==> src/rtl/softmax_pkg.sv <==
// Shared types and constants for the softmax row normaliser.
package softmax_pkg;

    localparam int EX_W     = 9;   // exponent input width, UQ3.6
    localparam int PROB_W   = 8;   // probability output width, UQ0.8
    localparam int FRAC_OUT = 8;   // fractional bits appended to the dividend

    localparam logic [PROB_W-1:0] PROB_SAT = 8'hFF;

    typedef enum logic [1:0] {
        FILL = 2'd0,
        DIV  = 2'd1,
        OUT  = 2'd2
    } norm_state_t;

endpackage

==> src/rtl/softmax_norm_udiv_seq.sv <==
// Sequential restoring divider, one quotient bit per cycle, MSB first.
// The caller guarantees dividend < (divisor << QUO_W) so the quotient fits.
module udiv_seq #(
    parameter int DVD_W = 18,
    parameter int DVS_W = 12,
    parameter int QUO_W = 9
) (
    input  logic             clk,
    input  logic             rst,
    input  logic             start_i,
    input  logic [DVD_W-1:0] dividend_i,
    input  logic [DVS_W-1:0] divisor_i,
    output logic             busy_o,
    output logic             done_o,
    output logic [QUO_W-1:0] quotient_o
);

    localparam int REM_W = DVS_W + QUO_W;
    localparam int CNT_W = $clog2(QUO_W + 1);

    logic             busy_q, busy_d;
    logic [CNT_W-1:0] cnt_q, cnt_d;
    logic [REM_W-1:0] rem_q, rem_d;
    logic [DVS_W-1:0] dvs_q, dvs_d;
    logic [QUO_W-1:0] quo_q, quo_d;
    logic [REM_W-1:0] dvs_sh;
    logic             fits;

    // Trial subtraction of the divisor aligned to the current quotient bit.
    always_comb begin
        dvs_sh = REM_W'(dvs_q) << (cnt_q - CNT_W'(1));
        fits   = (rem_q >= dvs_sh);
        busy_d = busy_q;
        cnt_d  = cnt_q;
        rem_d  = rem_q;
        dvs_d  = dvs_q;
        quo_d  = quo_q;
        if (start_i) begin
            busy_d = 1'b1;
            cnt_d  = CNT_W'(QUO_W);
            rem_d  = REM_W'(dividend_i);
            dvs_d  = divisor_i;
            quo_d  = '0;
        end else if (busy_q) begin
            if (fits) begin
                rem_d = rem_q - dvs_sh;
            end
            quo_d = {quo_q[QUO_W-2:0], fits};
            cnt_d = cnt_q - CNT_W'(1);
            if (cnt_q == CNT_W'(1)) begin
                busy_d = 1'b0;
            end
        end
    end

    // Control state: iteration counter and busy flag.
    always_ff @(posedge clk) begin
        if (rst) begin
            busy_q <= 1'b0;
            cnt_q  <= '0;
        end else begin
            busy_q <= busy_d;
            cnt_q  <= cnt_d;
        end
    end

    // Datapath state: partial remainder, latched divisor, quotient shift register.
    always_ff @(posedge clk) begin
        rem_q <= rem_d;
        dvs_q <= dvs_d;
        quo_q <= quo_d;
    end

    // done marks the cycle whose closing edge produces the final quotient bit.
    always_comb begin
        busy_o     = busy_q;
        done_o     = busy_q && (cnt_q == CNT_W'(1));
        quotient_o = quo_q;
    end

endmodule

==> src/rtl/softmax_norm.sv <==
// Softmax row normaliser: buffers one row of UQ3.6 exponents, sums them and
// streams each element divided by the row sum as a UQ0.8 probability.
// Optional macro SOFTMAX_NORM_ROUND_EN: round-to-nearest instead of truncation.
module softmax_norm
    import softmax_pkg::*;
#(
    parameter int ROW_LEN = 8
) (
    input  logic              clk,
    input  logic              rst,
    input  logic              in_valid,
    input  logic [EX_W-1:0]   in_data,
    output logic              in_ready,
    output logic              out_valid,
    output logic [PROB_W-1:0] out_data,
    output logic              out_last,
    input  logic              out_ready
);

    localparam int SUM_W = EX_W + $clog2(ROW_LEN);
    localparam int IDX_W = $clog2(ROW_LEN);
    localparam int DVD_W = EX_W + FRAC_OUT + 1;
    localparam int QUO_W = PROB_W + 1;
    localparam logic [IDX_W-1:0] LAST_IDX = IDX_W'(ROW_LEN - 1);

    norm_state_t      state_q, state_d;
    logic [EX_W-1:0]  buf_q [ROW_LEN];
    logic [SUM_W-1:0] sum_q, sum_d;
    logic [IDX_W-1:0] wr_idx_q, wr_idx_d;
    logic [IDX_W-1:0] rd_idx_q, rd_idx_d;

    logic             beat, out_fire, row_done, is_last;
    logic             div_start, div_busy, div_done;
    logic [DVD_W-1:0] div_dvd;
    logic [QUO_W-1:0] div_quo;

    function automatic logic [PROB_W-1:0] sat_prob(input logic [QUO_W-1:0] q);
        return q[QUO_W-1] ? PROB_SAT : q[PROB_W-1:0];
    endfunction

    udiv_seq #(
        .DVD_W (DVD_W),
        .DVS_W (SUM_W),
        .QUO_W (QUO_W)
    ) u_div (
        .clk        (clk),
        .rst        (rst),
        .start_i    (div_start),
        .dividend_i (div_dvd),
        .divisor_i  (sum_d),
        .busy_o     (div_busy),
        .done_o     (div_done),
        .quotient_o (div_quo)
    );

    // Handshake decode shared by the FSM and the datapath.
    always_comb begin
        beat     = in_valid && in_ready;
        out_fire = out_valid && out_ready;
        row_done = (wr_idx_q == LAST_IDX);
        is_last  = (rd_idx_q == LAST_IDX);
    end

    // State register.
    always_ff @(posedge clk) begin
        if (rst) begin
            state_q <= FILL;
        end else begin
            state_q <= state_d;
        end
    end

    // Next-state logic.
    always_comb begin
        state_d = state_q;
        unique case (state_q)
            FILL:    if (beat && row_done) state_d = DIV;
            DIV:     if (div_done)         state_d = OUT;
            OUT:     if (out_ready)        state_d = is_last ? FILL : DIV;
            default: state_d = FILL;
        endcase
    end

    // FSM outputs; a zero row sum forces every probability to zero.
    always_comb begin
        in_ready  = (state_q == FILL) && !div_busy;
        out_valid = (state_q == OUT);
        out_last  = out_valid && is_last;
        out_data  = '0;
        if (out_valid && (sum_q != '0)) begin
            out_data = sat_prob(div_quo);
        end
    end

    // Sum, index and divider-launch control. The divider is loaded on the
    // edge that enters DIV, using next-state sum and read index, so DIV
    // lasts exactly the nine iteration cycles.
    always_comb begin
        sum_d     = sum_q;
        wr_idx_d  = wr_idx_q;
        rd_idx_d  = rd_idx_q;
        div_start = 1'b0;
        if (beat) begin
            sum_d    = sum_q + SUM_W'(in_data);
            wr_idx_d = wr_idx_q + IDX_W'(1);
            if (row_done) begin
                wr_idx_d  = '0;
                rd_idx_d  = '0;
                div_start = 1'b1;
            end
        end
        if (out_fire) begin
            if (is_last) begin
                sum_d    = '0;
                rd_idx_d = '0;
            end else begin
                rd_idx_d  = rd_idx_q + IDX_W'(1);
                div_start = 1'b1;
            end
        end
        div_dvd = {1'b0, buf_q[rd_idx_d], {FRAC_OUT{1'b0}}};
`ifdef SOFTMAX_NORM_ROUND_EN
        div_dvd = div_dvd + DVD_W'(sum_d >> 1);
`endif
    end

    // Control registers: row sum and buffer indices.
    always_ff @(posedge clk) begin
        if (rst) begin
            sum_q    <= '0;
            wr_idx_q <= '0;
            rd_idx_q <= '0;
        end else begin
            sum_q    <= sum_d;
            wr_idx_q <= wr_idx_d;
            rd_idx_q <= rd_idx_d;
        end
    end

    // Row buffer write; contents are don't-care until a row is filled.
    always_ff @(posedge clk) begin
        if (beat) begin
            buf_q[wr_idx_q] <= in_data;
        end
    end

endmodule

==> config.mk <==
export PLATFORM = sky130hd
export DESIGN_NAME = softmax_norm
export DESIGN_NICKNAME = d
export VERILOG_FILES = /design/src/rtl/softmax_pkg.sv /design/src/rtl/softmax_norm_udiv_seq.sv /design/src/rtl/softmax_norm.sv
export SDC_FILE = /design/constraint.sdc
export NUM_CORES = 1
export LEC_CHECK = 0
export ABC_AREA = 1
export BUFFER_PORTS_ARGS = -buffer_cell sky130_fd_sc_hd__buf_2
export CAP_MARGIN = 10
export CORE_MARGIN = 2
export CORE_UTILIZATION = 50
export CTS_CLUSTER_DIAMETER = 200
export DETAILED_ROUTE_END_ITERATION = 16
export PLACE_DENSITY = 0.81
export SETUP_SLACK_MARGIN = 0.4
export SLEW_MARGIN = 20
export SYNTH_ARGS = -nofsm -noshare
export SYNTH_HDL_FRONTEND = slang
export SYNTH_SLANG_ARGS = --single-unit
==> constraint.sdc <==
create_clock -name clk -period 3.1 [get_ports clk]
set_input_delay 0.62 -clock clk [delete_from_list [all_inputs] [get_ports clk]]
set_output_delay 0.62 -clock clk [all_outputs]
set_load 0.05 [all_outputs]
==> flow_summary_export.csv, run 1 <==
group,metric,value,unit
min_path,holdPathStages,2,
layout,nets,1229,
layout,layout-drive-gt1-share,0.291,
sta,report.final.setup_viol,5,
pwr,power_density,484,nW/um^2
setup_path,crit_fanout,14,
route,routedWlPerCell,17.2,um
die,die_w,133,um
die,core,16400,um^2
yosys,synth.mux.area_fraction,0.00722,
yosys,netlist_instances,1051,
yosys,avgSynthCellArea,7.92,um^2
route,vias,7721,
global_route,grt_use_met2,0.442,
clock_network,cts-root-buf,"clkbuf_16",
route,ant_nets,0,
global_route,gr-usage-met3,0.0525,
clock_network,cts.sink_count,139,
yosys,yosysWarnings,0,
placement,place_area,9280,um^2
global_route,grt_pass1_wl,36100,um
min_path,hp-class,"reg2reg",
setup_path,worstPathArrival,3500,ps
global_route,overflow,0,
setup_path,r2r_end,"u_div.rem_q[20]",
yosys,yosys-top-cells-count,"279 x nand2_1, 129 x inv_1, 110 x nand3_1",
yosys,async_flop_share,0,
die,rows,47,
clock_network,cts_buffers,17,
placement,dp_hpwl,15300,um
sta,setup_ws,-23.9,ps
yosys,synth.cell_area,8320,um^2
sta,fmaxAchievable,0.320,GHz
sta,hold_viol_final,0,
sta,rsz0062_at_grt,"true",
yosys,synthFlopType,"edfxtp_1",
yosys,synth_cell_type_count,44,
route,via_per_inst,5.48,
route,initialDrtViolationCount,624,
min_path,holdCritStartpoint,"u_div.quotient_o[6]",
layout,syn_to_final_growth,31.7,%
setup_path,endpoint_kind,"register",
sta,tightest_slew,714,ps
min_path,whs_endpoint,"u_div.quotient_o[6]",
global_route,grt_use_total,0.264,
pwr,peakVddDrop,424,uV
yosys,ys_ff_latch,139,
yosys,synth_most_common_cell,"nand2_1",
global_route,grt_max_degree,38,
global_route,grt_pass1_vias,7090,
yosys,synthAdderAreaFrac,0.0589,
yosys,seq_area_frac_synth,0.446,
global_route,grt_busiest_layer,"met2",
die,num_io_pins,24,
setup_path,rrSetupSlack,-20,ps
yosys,synth_compound_area_frac,0.0800,
pwr,power_leakage,4.83,nW
global_route,grt_use_met1,0.335,
layout,antennaDiodeCount,0,
sta,setup_tns,-49.0,ps
setup_path,timing.rr.start,"u_div.cnt_q[0]",
yosys,synth_top_area_frac,0.336,
route,drc,0,
layout,seq_area,3720,um^2
clock_network,holdBufCountCts,0,
setup_path,required,3480,ps
route,finalWirelength,24200,um
sta,clock_skew,8.47,ps
clock_network,clk_pin_slew,60,ps
die,die_height,133,um
layout,fin_area,11000,um^2
clock_network,clock_path_buffers,2,
job,max-cap-violations,0,
layout,multiInputGateArea,4760,um^2
yosys,yosys.area_share.xor_xnor,0.0147,
global_route,antenna_found_initial,0,
setup_path,r2r_cells,23,
setup_path,start_kind,"register",
placement,port_buffers,23,
yosys,synth_area_leaders,"edfxtp_1 34%, nand2_1 13%, dfxtp_1 11%, nand3_1 6.6%, inv_1 5.8%",
placement,gp_congestion,0.939,
yosys,synth_nets,1102,
sta,fin_crit,3120,ps
clock_network,cts_tree,"done",
route,first_pass_iters,5,
layout,fill_cells,1217,
sta,worst_slew_margin_rel,0.522,
run_status,violations,"negative setup slack",
die,initial_core_util,0.507,
sta,drv_slew,0,
sta,finalCritPeriodShare,1.01,
yosys,yosys.area_share.simple,0.306,
clock_network,insertion_delay,430,ps
yosys,synth_top_family_by_area,"simple AND/OR/NAND/NOR gates",
run_status,status,"finished, violations left",
clock_network,h-tree-depth,4,
setup_path,worstSetupPathType,"reg2reg",
yosys,yosysTopAreaCell,"edfxtp_1",
die,die_area,17700,um^2
yosys,synth-edff-count,93,
## where the power goes
part	switching, mW	internal (mW)
clock	0.854	1.14
sequential	0.0988	2.10
combinational	0.629	0.489
total	1.58	3.72
## per-layer routing
metal | vias up | share of wire
met5 | - | 0
met1 | 3581 | 0.39
li1 | 3743 | -
met3 | 78 | 0.062
met2 | 319 | 0.50
met4 | 0 | 0.046
## worst max path at each step
stage,start,end,depth (start not counted)
final,u_div.cnt_q[0],u_div.rem_q[20],23
after global routing,u_div.cnt_q[0],u_div.rem_q[20],23
after CTS,u_div.cnt_q[0],u_div.rem_q[10],21
after floorplan,u_div.cnt_q[0],u_div.rem_q[13],23
after global placement,u_div.cnt_q[1],u_div.rem_q[13],20
after detailed placement,u_div.cnt_q[1],u_div.rem_q[16],19
## area by class of cell
cell class / instances / share of cell area
sequential: 139 / 0.339
inverter: 144 / 0.0518
timing repair buffer: 137 / 0.0965
clock inverter: 14 / 0.0140
multi-input combinational: 739 / 0.434
tap: 220 / 0.0251
clock buffer: 17 / 0.0388
## stage by stage
step | setup slack, ps | utilization | hold WS [ps] | power, mW | cells
global placement | -140 | 0.566 | 456 | 3.09 | 1345
finish | -23.9 | 0.668 | 485 | 5.30 | 1410
CTS | 146 | 0.635 | 481 | 5.19 | 1392
detailed placement | -128 | 0.566 | 463 | 3.11 | 1345
global route | -125 | 0.668 | 502 | 5.51 | 1410
floorplan | 118 | - | 443 | 2.80 | 1051
## logic make-up after synthesis
logic type | count (synthesis)
and+or+nand+nor | 556
buffers and inverters | 177
DFF | 139
AOI/OAI and AO/OA | 121
adders and majority gates | 38
xor gates and xnor gates | 14
muxes | 6
## worst max-delay path: stages, from the launching register on
cell	delay [ps]
dfxtp_4	380
inv_8	40
ha_4	150
or2_4	270
nand2_8	120
inv_8	90
nand2_1	120
o21ai_2	110
nand2_1	100
o21ai_2	90
ha_4	300
nand2_1	70
inv_2	110
nand2_4	80
nor3_2	100
nand2_1	80
nand2_2	70
nand2_2	80
nand2_4	120
nand2_8	110
nor2_4	230
buf_6	130
nand2_1	60
nand2_1	60
## cells in the final DEF, fill, tap and decap left out, types with 7 or more instances in the layout
cell	instances
a21oi_2	7
buf_6	13
nand4_1	8
inv_1	122
edfxtp_1	93
nand3b_1	39
dfxtp_1	44
nand2_2	33
a21oi_1	37
buf_4	98
nor2_4	11
nor2_1	61
inv_2	16
nor2_2	11
o21ai_2	18
ha_1	15
nand2_4	7
buf_2	23
o21ai_0	22
ha_4	21
nand3_1	105
nand2_1	247
xor2_1	9
inv_8	8
clkbuf_16	18
o21ai_1	7
## sequential cells by signal, indices dropped and copies added (netlist names)
register	count
buf_q	72
u_div.rem_q	21
sum_q	12
u_div.dvs_q	12
u_div.quotient_o	9
u_div.cnt_q	4
rd_idx_q	3
wr_idx_q	3
state_q	2
u_div.busy_o	1
## what timing repair did
action / CTS / global route
setup buffers: 13 / 15
resized for setup: 98 / 87
cloned: 3 / 3
setup endpoints to repair: 31 / 31
pin swaps: 30 / 32
Power figures use the tool's default switching activity.
==> run 2: changes to the inputs <==
CTS_BUF_LIST = sky130_fd_sc_hd__clkbuf_4   (was unset)
==> run 2 against run 1 <==
Effect of this change: the flow still finishes with violations (negative setup slack); sequential share of layout area is 1.3 points higher; sequential power is essentially flat; register-to-register slack improved by 20 ps; die area is the same; wire length fell by 4.9%; clock-buffer cell count stayed put; first-iteration DRC count up 4.0%; clock skew is 14 ps higher; largest power group unchanged; highest routed layer unchanged.
==> flow_summary_export.csv, run 2 (synthesized netlist as in run 1, its figures left out) <==
group,metric,value,unit
layout,regMostFlops,"buf_q",
clock_network,cts.sink_count,139,
clock_network,holdBufCountCts,0,
layout,syn_to_final_growth,26.9,%
sta,tightest_slew,686,ps
setup_path,crit_fanout,7,
sta,fmaxAchievable,0.322,GHz
sta,setup_tns,-0.985,ps
clock_network,clk_pin_slew,140,ps
die,rows,47,
setup_path,critPathTopFamily,"simple AND/OR/NAND/NOR gates",
clock_network,cts-root-buf,"clkbuf_4",
setup_path,cp_slowest_cell,"dfxtp_4",
global_route,grt_max_degree,38,
pwr,peakVddDrop,381,uV
setup_path,endpoint_kind,"register",
global_route,overflow,0,
die,die_area,17700,um^2
pwr,power_leakage,4.63,nW
setup_path,worstPathArrival,3380,ps
route,ant_nets,0,
sta,hold_viol_final,0,
setup_path,worstSetupPathType,"reg2reg",
route,finalWirelength,23000,um
sta,rsz0062_at_grt,"true",
clock_network,cts_tree,"done",
die,initial_core_util,0.507,
run_status,violations,"negative setup slack",
die,core,16400,um^2
global_route,grt_use_total,0.255,
setup_path,start_kind,"register",
global_route,antenna_found_initial,1,
setup_path,crit_start,"u_div.cnt_q[0]",
route,first_pass_iters,5,
route,initialDrtViolationCount,649,
min_path,holdCritStartpoint,"in_data[4]",
pwr,power_density,422,nW/um^2
layout,final_util,0.644,
job,max-cap-violations,0,
clock_network,insertion_delay,550,ps
sta,drv_slew,0,
global_route,grt_pass1_vias,7068,
layout,layout-drive-gt1-share,0.273,
setup_path,path_buf_inv,4,
min_path,hp-class,"in2reg",
layout,nets,1220,
route,drc,0,
layout,largest_reg_flops,72,
die,die_height,133,um
sta,worst_slew_margin_rel,0.541,
sta,setup_ws,-0.811,ps
run_status,status,"finished, violations left",
placement,dp_hpwl,15300,um
route,via_per_inst,5.40,
layout,layout_common_cells,"251 x nand2_1, 124 x inv_1, 105 x nand3_1",
clock_network,cts_buffers,17,
sta,finalCritPeriodShare,1.00,
placement,gp_congestion,0.939,
setup_path,required,3380,ps
placement,dp_slack,-128,ps
die,die_w,133,um
route,vias,7576,
clock_network,h-tree-depth,4,
global_route,grt_pass1_wl,35000,um
clock_network,clock_path_buffers,2,
route,routedWlPerCell,16.4,um
sta,clock_skew,22.2,ps
layout,mostFrequentLayoutCell,"nand2_1",
sta,fin_crit,3100,ps
setup_path,crit_chain,"inv_8 > ha_4 > buf_12 > nand2_1 > o21ai_4 > nand2_1 > o21ai_2 > a22oi_2 > ha_4 > nand2_1 > inv_1 > nand2_2 > nor2_2 > nand2_1 > nor2_2 > nor2_2 > nand2_4 > nand2_8 > buf_12 > nand2_8",
setup_path,cpMostUsedCell,"nand2_1",
setup_path,critical_path.max_stage_delay,410,ps
die,num_io_pins,24,
layout,largest_registers,"buf_q (72), u_div.rem_q (21)",
setup_path,timing.rr.start,"u_div.cnt_q[0]",
sta,report.final.setup_viol,2,
placement,port_buffers,23,
-- run 2: cell types whose count changed in the layout (fill, tap and decap cells not counted), moves of 3 or more --
cell	delta
clkbuf_4	+17
ha_4	-4
nor2_2	-4
nand2_4	-3
clkbuf_16	-17
nand2_1	+4
buf_4	-10
o21ai_4	+3
o21ai_2	-5
nor2_1	+5
buf_6	-3
-- run 2: final cells by class --
cell class,count,area [um^2]
antenna,2,5.00
clock buffer,17,128
clock inverter,14,154
fill,1300,5850
inverter,144,563
multi-input combinational,740,4710
sequential,139,3720
tap,220,275
timing repair buffer,127,1000
-- run 2: what timing repair did --
item | CTS | global route
gates resized for setup | 81 | 83
endpoints found under the setup margin | 35 | 39
pin swaps | 32 | 33
gates cloned | 4 | 2
buffers inserted | 13 | 6
-- run 2: stage by stage --
stage	cells	power (mW)	area, um^2	hold slack [ps]
detailed placement	1345	3.11	9280	463
floorplan	1051	2.80	8480	443
global route	1403	4.66	10600	323
finish	1403	4.46	10600	364
CTS	1393	4.37	10000	325
global placement	1345	3.09	9280	456
-- run 2: power breakdown --
group	switching (mW)	internal [mW]	total, mW	leakage [nW]
registers	0.0951	2.09	2.19	1.22
clock network	0.749	0.431	1.18	0.149
logic	0.610	0.476	1.09	3.27
total	1.45	3.00	4.46	4.63
-- run 2: final timing paths --
check,to,slack (ps),depth (start not counted)
setup / recovery,u_div.rem_q[12],-0.8,20
hold / removal,buf_q[6][4],360,1
setup reg to reg,u_div.rem_q[12],-0.8,20
hold reg to reg,u_div.quotient_o[6],490,2
-- run 2: routing by layer --
layer | part of all wire | global-route usage | up-vias
met2 | 0.50 | 0.431 | 268
met3 | 0.061 | 0.0513 | 50
met1 | 0.40 | 0.319 | 3535
li1 | - | - | 3723
met5 | 0 | 0 | -
met4 | 0.034 | 0.106 | 0
==> run 3: changes to the inputs <==
CORE_UTILIZATION = 40   (was 50)
PLACE_DENSITY = 0.69   (was 0.81)
==> run 3 against run 2 <==
Effect of this change: the flow now finishes without violations; first-iteration DRC count is 25% lower; clock power hardly changed; clock-buffer cell count stayed put; combinational power fell by 5%; worst hold slack better by 11 ps; sequential share of layout area shrank 0.48 points; critical path type unchanged; critical endpoint is now u_div.rem_q[9]; largest cell class unchanged; largest power group unchanged.
==> flow_summary_export.csv, run 3 (synthesized netlist as in run 1, its figures left out) <==
group,metric,value,unit
run_status,status,"finished clean",
min_path,holdPathStages,1,
clock_network,cts-root-buf,"clkbuf_4",
placement,dp_hpwl,15500,um
setup_path,crit_fanout,6,
die,die_height,148,um
min_path,whs_endpoint,"buf_q[5][5]",
pwr,switching_share,0.338,
sta,worst_slew_margin_rel,0.532,
global_route,grt_pass1_wl,35700,um
die,rows,52,
sta,drv_slew,0,
route,initialDrtViolationCount,487,
clock_network,h-tree-depth,4,
global_route,grt_pass1_vias,7087,
layout,final_util,0.527,
route,drc,0,
pwr,clkPwrFrac,0.271,
clock_network,holdBufCountCts,0,
die,num_io_pins,24,
pwr,power_density,414,nW/um^2
placement,gp_congestion,0.942,
pwr,power_leakage,4.68,nW
global_route,grt_max_degree,38,
sta,report.final.setup_viol,0,
clock_network,cts_buffers,17,
clock_network,cts.sink_count,139,
clock_network,clock_path_buffers,2,
route,first_pass_iters,5,
placement,port_buffers,23,
setup_path,rrSetupSlack,10,ps
setup_path,worstPathArrival,3530,ps
sta,clock_skew,24.1,ps
min_path,hp-class,"in2reg",
setup_path,path_buf_inv,4,
route,finalWirelength,22700,um
job,max-cap-violations,0,
sta,fmaxAchievable,0.324,GHz
min_path,holdCritStartpoint,"in_data[5]",
sta,finalCritPeriodShare,0.997,
route,vias,7413,
sta,rsz0062_at_grt,"true",
clock_network,clk_pin_slew,150,ps
setup_path,endpoint_kind,"register",
pwr,sequentialPowerShare,0.494,
layout,fill_cells,1807,
layout,nets,1223,
setup_path,timing.rr.start,"u_div.cnt_q[0]",
setup_path,cp_slowest_cell,"dfxtp_4",
layout,regMostFlops,"buf_q",
global_route,antenna_found_initial,1,
setup_path,crit_chain,"inv_8 > ha_4 > buf_8 > nand3_1 > o21ai_2 > o21ai_1 > or2_2 > ha_4 > inv_1 > nor4_2 > nand2_2 > nand2_4 > nand2_8 > nor2_8 > buf_12 > nand2_1 > nand2_1",
setup_path,worstSetupPathType,"reg2reg",
layout,layout_common_cells,"241 x nand2_1, 125 x inv_1, 99 x nand3_1",
pwr,p_comb_frac,0.234,
layout,largest_reg_flops,72,
die,die_w,148,um
sta,fin_crit,3090,ps
clock_network,cts_tree,"done",
pwr,switching_power,1.50,mW
pwr,intPower,2.93,mW
global_route,overflow,0,
setup_path,required,3540,ps
placement,dp_slack,-178,ps
layout,largest_registers,"buf_q (72), u_div.rem_q (21)",
layout,layout-drive-gt1-share,0.287,
route,routedWlPerCell,15.6,um
setup_path,critPathTopFamily,"simple AND/OR/NAND/NOR gates",
sta,setup_ws,9.87,ps
global_route,grt_use_total,0.206,
die,core,20300,um^2
route,ant_nets,0,
die,initial_core_util,0.410,
sta,hold_viol_final,0,
setup_path,r2r_cells,17,
pwr,peakVddDrop,313,uV
sta,tightest_slew,700,ps
clock_network,insertion_delay,580,ps
setup_path,critical_path.max_stage_delay,410,ps
layout,mostFrequentLayoutCell,"nand2_1",
route,via_per_inst,5.09,
sta,fin_hold_ws,375,ps
die,die_area,22000,um^2
layout,syn_to_final_growth,28.7,%
setup_path,r2r_end,"u_div.rem_q[9]",
setup_path,start_kind,"register",
==> run 3: metrics by stage <==
stage | total power [mW] | cell area (um^2) | cells | TNS, ps
floorplan | 2.80 | 8480 | 1051 | 0
global placement | 3.10 | 9370 | 1398 | -1640
detailed placement | 3.11 | 9370 | 1398 | -2650
CTS | 4.37 | 10200 | 1447 | 0
global route | 4.66 | 10700 | 1456 | -2800
finish | 4.43 | 10700 | 1456 | 0
==> run 3: how the worst max path moves through the flow <==
stage | from | endpoint | slack (ps) | cells past startpoint
after global routing | u_div.cnt_q[0] | u_div.rem_q[9] | -140 | 22
after detailed placement | u_div.cnt_q[1] | u_div.rem_q[15] | -180 | 19
after global placement | u_div.cnt_q[1] | u_div.rem_q[14] | -130 | 18
final | u_div.cnt_q[0] | u_div.rem_q[9] | 10 | 17
after floorplan | u_div.cnt_q[0] | u_div.rem_q[13] | 120 | 23
after CTS | u_div.cnt_q[0] | u_div.rem_q[16] | 60 | 20
==> run 3: power by group through the flow <==
| stage | Clock [mW] | Sequential [mW] | Combinational (mW) |
|---|---|---|---|
| floorplan | 0 | 2.19 | 0.608 |
| CTS | 1.22 | 2.18 | 0.965 |
| global route | 1.29 | 2.21 | 1.16 |
| finish | 1.20 | 2.19 | 1.04 |
| detailed placement | 0 | 2.22 | 0.891 |
| global placement | 0 | 2.22 | 0.879 |
==> run 3: worst register-to-register path: stages, from the launching register on <==
cell	delay [ps]
dfxtp_4	410
inv_8	40
ha_4	350
buf_8	140
nand3_1	90
o21ai_2	100
o21ai_1	100
or2_2	330
ha_4	300
inv_1	80
nor4_2	290
nand2_2	120
nand2_4	110
nand2_8	70
nor2_8	150
buf_12	140
nand2_1	60
nand2_1	70
==> run 3: what timing repair did <==
item                                    4_1_cts  5_1_grt
gates cloned                                  3        3
setup buffers                                14        5
resized for setup                            93       82
endpoints found under the setup margin       39       39
pin swaps                                    23       26
==> run 3: layout make-up <==
type                       count  area [um^2]  area share
antenna                        1         2.50    0.000234
clock buffer                  17          128      0.0119
clock inverter                15          175      0.0164
inverter                     144          568      0.0531
multi-input combinational    736         4670       0.436
sequential                   139         3720       0.347
tap                          270          338      0.0316
timing repair buffer         133         1100       0.103
timing repair inverter         1         8.76    0.000818
==> run 3: routing by layer <==
layer | vias to the layer above | GRT usage | routed length (um)
li1 | 3732 | - | -
met5 | - | 0 | 0
met3 | 33 | 0.0298 | 886
met1 | 3470 | 0.263 | 10100
met4 | 0 | 0.0748 | 394
met2 | 178 | 0.356 | 11300
